<file path="config.mk">
export PLATFORM = sky130hd
export DESIGN_NAME = rom_stream_reader
export DESIGN_NICKNAME = d
export VERILOG_FILES = /design/src/rtl/rom_stream_reader.sv
export SDC_FILE = /design/constraint.sdc
export NUM_CORES = 1
export LEC_CHECK = 0
export CAP_MARGIN = 10
export CELL_PAD_IN_SITES_DETAIL_PLACEMENT = 1
export CELL_PAD_IN_SITES_GLOBAL_PLACEMENT = 1
export CORE_MARGIN = 2
export CORE_UTILIZATION = 39
export DETAILED_ROUTE_END_ITERATION = 7
export PLACE_DENSITY_LB_ADDON = 0.3
export SLEW_MARGIN = 20
export SYNTH_ARGS = -nofsm -noshare
export SYNTH_HDL_FRONTEND = slang
export SYNTH_SLANG_ARGS = --single-unit
</file>
<file path="constraint.sdc">
create_clock -name clk_i -period 3.12 [get_ports clk_i]
set_input_delay 0.78 -clock clk_i [delete_from_list [all_inputs] [get_ports clk_i]]
set_output_delay 0.78 -clock clk_i [all_outputs]
set_load 0.005 [all_outputs]
</file>
<file path="src/rtl/rom_stream_reader.sv">
// rom_stream_reader: walks a contiguous ROM address range after a start
// command, absorbs the ROM's one-cycle read latency and presents the returned
// words as a valid/ready stream through a 2-entry buffer.
//
// state   | meaning
// --------+---------------------------------------------------------------
// S_IDLE  | waiting for start; a zero-length start only pulses done
// S_RUN   | issuing reads while words remain and the buffer has room
// S_DRAIN | all reads issued; waiting for the in-flight read and buffer to empty
module rom_stream_reader #(
    parameter int DATA_W = 8,
    parameter int ADDR_W = 8
) (
    input  logic              clk_i,
    input  logic              rst_n_i,
    input  logic              start_i,
    input  logic [ADDR_W-1:0] base_addr_i,
    input  logic [ADDR_W:0]   length_i,
    output logic [ADDR_W-1:0] rom_addr_o,
    input  logic [DATA_W-1:0] rom_data_i,
    output logic [DATA_W-1:0] out_data_o,
    output logic              out_valid_o,
    input  logic              out_ready_i,
    output logic              busy_o,
    output logic              done_o
);

    typedef enum logic [1:0] {
        S_IDLE,
        S_RUN,
        S_DRAIN
    } state_t;

    state_t              state_q, state_d;
    logic [ADDR_W-1:0]   cur_addr_q, cur_addr_d;
    logic [ADDR_W:0]     remaining_q, remaining_d;
    logic                inflight_q, inflight_d;
    logic [1:0]          count_q, count_d;
    logic                wr_ptr_q, wr_ptr_d;
    logic                rd_ptr_q, rd_ptr_d;
    logic                done_q, done_d;
    logic [DATA_W-1:0]   mem_q [2];

    logic                pop;
    logic                push;
    logic                issue;
    logic [2:0]          occ;

    assign rom_addr_o  = cur_addr_q;
    assign out_valid_o = (count_q != 2'd0);
    assign out_data_o  = mem_q[rd_ptr_q];
    assign busy_o      = (state_q != S_IDLE);
    assign done_o      = done_q;

    // Next-state, issue decision and buffer bookkeeping.
    always_comb begin
        state_d     = state_q;
        cur_addr_d  = cur_addr_q;
        remaining_d = remaining_q;
        done_d      = 1'b0;

        pop  = out_valid_o & out_ready_i;
        push = inflight_q;
        // Occupancy the buffer will have once the in-flight word lands and
        // this cycle's pop (if any) leaves; one more read fits only if <= 1.
        occ   = {1'b0, count_q} + {2'b00, inflight_q} - {2'b00, pop};
        issue = (state_q == S_RUN) && (remaining_q != '0) && (occ <= 3'd1);

        inflight_d = issue;
        count_d    = count_q + {1'b0, push} - {1'b0, pop};
        wr_ptr_d   = wr_ptr_q ^ push;
        rd_ptr_d   = rd_ptr_q ^ pop;

        case (state_q)
            S_IDLE: begin
                if (start_i) begin
                    if (length_i != '0) begin
                        state_d     = S_RUN;
                        cur_addr_d  = base_addr_i;
                        remaining_d = length_i;
                    end else begin
                        done_d = 1'b1;
                    end
                end
            end
            S_RUN: begin
                if (issue) begin
                    cur_addr_d  = cur_addr_q + ADDR_W'(1);
                    remaining_d = remaining_q - (ADDR_W+1)'(1);
                    if (remaining_q == (ADDR_W+1)'(1)) begin
                        state_d = S_DRAIN;
                    end
                end
            end
            S_DRAIN: begin
                if ((count_d == 2'd0) && !inflight_d) begin
                    state_d = S_IDLE;
                    done_d  = 1'b1;
                end
            end
            default: state_d = S_IDLE;
        endcase
    end

    // State and datapath registers with synchronous active-low reset.
    always_ff @(posedge clk_i) begin
        if (!rst_n_i) begin
            state_q     <= S_IDLE;
            cur_addr_q  <= '0;
            remaining_q <= '0;
            inflight_q  <= 1'b0;
            count_q     <= 2'd0;
            wr_ptr_q    <= 1'b0;
            rd_ptr_q    <= 1'b0;
            done_q      <= 1'b0;
            mem_q[0]    <= '0;
            mem_q[1]    <= '0;
        end else begin
            state_q     <= state_d;
            cur_addr_q  <= cur_addr_d;
            remaining_q <= remaining_d;
            inflight_q  <= inflight_d;
            count_q     <= count_d;
            wr_ptr_q    <= wr_ptr_d;
            rd_ptr_q    <= rd_ptr_d;
            done_q      <= done_d;
            if (push) begin
                mem_q[wr_ptr_q] <= rom_data_i;
            end
        end
    end

endmodule

</file>
==> impl_metrics.json <==
{
  "dp_hpwl_mm": 4.21,
  "num_rows": 27,
  "cts_buffers": 5,
  "wl_mm": 6.17,
  "synthCells": 231,
  "htreeDepth": 2,
  "path_clk_slew_ns": 0.09,
  "ant_nets": 0,
  "power_density_nw_per_um2": 960,
  "drt_pass1_iterations": 4,
  "path_cells": "clkdlybuf4s50_1 -> and2_4 -> ha_4 -> inv_1 -> ha_2 -> fa_2 -> nor2_4 -> a311oi_2 -> buf_4 -> nor2_4 -> buf_12 -> o221a_1",
  "syn_nets": 266,
  "grt_usage_pct": 20.4,
  "drive_gt1_share_pct": 16.5,
  "yosys.area.top_type": "dfxtp_1",
  "die_y_um": 80.4,
  "start_util_pct": 40.8,
  "cts_tree": "done",
  "antenna_cells": 0,
  "worst_slack_ns": 0.0495,
  "synth_edf_count": 16,
  "grt.overflow.total": 0,
  "synthToLayoutAreaGrowth_pct": 35.5,
  "drv_cap": 0,
  "syn-cell-area_um2": 2280,
  "cp_common_cell": "nor2_4",
  "fin_crit_sh_pct": 98.4,
  "seqPwrFrac_pct": 32.8,
  "crit_slowest_cell": "fa_2",
  "finalHoldViolations": 0,
  "switching_share_pct": 36.9,
  "grt_max_degree": 31,
  "outcome": "completed",
  "ctsHoldBuffers": 0,
  "clock_latency_ns": 0.30,
  "ys_types": 48,
  "async_flop_share_pct": 0,
  "final_nets": 319,
  "crit_arrival_ns": 3.27,
  "clockBufferDepth": 2,
  "fin_util_pct": 55.3,
  "slew_headroom_pct": 49.5,
  "wl_per_cell_um": 17.3,
  "fmax_mhz": 326,
  "grt_pass1_wl_mm": 9.93,
  "worstPathRequired_ns": 3.32,
  "syn_avg_cell_area_um2": 9.85,
  "synth-seq-cells": 42,
  "final_cell_area_um2": 3080,
  "finalPower_w": 0.00296,
  "ys.flop_type": "dfxtp_1",
  "core_region_area_um2": 5570,
  "pwr-share-clk_pct": 17.5,
  "cp_slowest_stage_delay_ns": 0.57,
  "first_iter_violations": 127,
  "synth_common_cells": "dfxtp_1 (26), and2_1 (20), nand2_1 (17)",
  "combPwrFrac_pct": 49.7,
  "setup_tns_ns": 0,
  "drc_errors": 0,
  "worstSetupPathType": "input pin to flop",
  "synth_top_area_share_pct": 22.9,
  "ys_seq_area_share_pct": 44.0,
  "path_max_fanout": 10,
  "synth.most_common_cell": "dfxtp_1",
  "drv_slew": 0,
  "finalSetupViolCount": 0,
  "ir_drop_uv": 392,
  "gp_congestion": 0.794,
  "io_buffers": 47,
  "fin_worst_skew_ns": 0.00728,
  "cts_root_buffer": "clkbuf_8",
  "dpl_worst_slack_ns": -0.368,
  "synth_warnings": 0,
  "p_sw_w": 0.00109,
  "p_leak_nw": 1.14,
  "vias_per_cell": 5.55,
  "power.internal_w": 0.00187,
  "die_w_um": 80.4,
  "synthTopCellsByArea": "dfxtp_1 (23%), edfxtp_1 (21%), and2_1 (5.5%)",
  "worstSetupStartpointType": "input pin",
  "hold_class": "flop to flop",
  "worst_setup_path_end_kind": "flop",
  "dieArea_um2": 6460,
  "grt_pass1_vias": 2013,
  "pin_count": 48,
  "period_needed_ns": 3.07,
  "place_area_um2": 2890,
  "antenna_found_initial": 0,
  "cts_sinks": 42,
  "vias": 1980,
  "worst_slew_pin_slew_ns": 0.752
}
path summary, 6_finish.rpt:
kind	depth (start not counted)	endpoint	slack [ns]	from
worst max-delay path	12	remaining_q[7]	0.05	out_ready_i
worst min-delay path	2	flop	0.54	rd_ptr_q
worst max register to register	13	remaining_q[7]	0.35	count_q[1]
worst min register to register	2	flop	0.54	rd_ptr_q
placed cells by master, fill, tap and decap left out, types with 2 or more instances in the layout:
master | netlist | layout
o211ai_1 | 2 | 2
buf_4 | 0 | 10
buf_12 | 0 | 3
o2111ai_1 | 7 | 7
nor3_1 | 2 | 2
nand2b_1 | 6 | 6
nor4_1 | 2 | 2
o22ai_1 | 3 | 3
dfxtp_1 | 26 | 26
nand2_1 | 17 | 17
inv_1 | 8 | 8
and3_1 | 2 | 2
a21oi_1 | 13 | 12
o21ai_1 | 0 | 3
o21ai_0 | 11 | 8
nor2b_1 | 4 | 4
clkbuf_8 | 0 | 5
bufinv_16 | 0 | 2
clkdlybuf4s50_1 | 0 | 47
ha_1 | 5 | 3
a31oi_1 | 4 | 4
nor2_4 | 1 | 2
xnor2_1 | 9 | 8
a211oi_1 | 4 | 4
nor2_1 | 13 | 12
a311oi_2 | 3 | 4
edfxtp_1 | 16 | 16
and4_1 | 2 | 2
nor3b_1 | 3 | 3
nand3_1 | 6 | 6
mux2_2 | 8 | 8
xor2_1 | 3 | 3
and2_1 | 20 | 19
sequential cells by signal, summed over array words and instances, names as in the netlist, named ones only:
name,cells
rom_addr_o,8
wr_ptr_q,1
remaining_q,9
mem_q,16
rd_ptr_q,1
count_q,2
inflight_q,1
state_q,2
done_o,1
cell type report:
type	count	area (um^2)
fill	628	2490
tap	72	90.1
inverter	8	30.0
timing repair buffer	60	606
clock buffer	5	68.8
sequential	42	1000
clock inverter	3	68.8
multi-input combinational	167	1220
timing repair:
action	in CTS	in global routing
resized for setup	4	7
gates cloned	0	0
hold endpoints to repair	0	0
setup endpoints to repair	2	9
setup buffers	1	0
pin swaps	6	5
metal layers:
metal  wire [um]  vias to the layer above  share of wire [%]  global-route usage [%]
li1            -                      949                  -                       -
met1        2710                      985                 44                    25.9
met2        3120                       37                 51                    33.4
met3         231                        9                3.7                    4.27
met4         108                        0                1.8                    8.64
met5           0                        -                  0                       0
cells by family (layout without fill, tap and decap cells):
logic type               count (synthesis)  count (layout)  synth area share [%]
AO/OA/AOI/OAI                           56              56                  17.8
XOR/XNOR                                12              12                  4.62
adder cells (fa/ha/maj)                  6               6                  3.63
buffers and inverters                   22              76                  4.40
flip-flops                              42              42                  44.0
multiplexers                             8               8                  3.96
AND/OR/NAND/NOR                         85              85                  21.7
critical path, delay by kind of cell:
family,cells,cell delay (ns)
AO/OA/AOI/OAI,2,0.48
buffers and inverters,4,0.76
adder cells (fa/ha/maj),3,0.98
AND/OR/NAND/NOR,3,0.27
power groups by stage:
| stage | sequential [W] | clock, W | combinational [W] |
|---|---|---|---|
| after floorplan | 0.000902 | 0 | 0.000889 |
| after global placement | 0.000967 | 0 | 0.00135 |
| after detailed placement | 0.000980 | 0 | 0.00139 |
| after CTS | 0.000970 | 0.000529 | 0.00143 |
| after global routing | 0.00101 | 0.000550 | 0.00163 |
| final | 0.000971 | 0.000519 | 0.00147 |
stage by stage:
step,instances,hold slack [ns]
3_3_place_gp,348,0.502
6_report,357,0.542
3_5_place_dp,348,0.517
4_1_cts,357,0.534
5_1_grt,357,0.566
2_1_floorplan,231,0.477
Note: power is estimated with default switching activity, not from simulation.
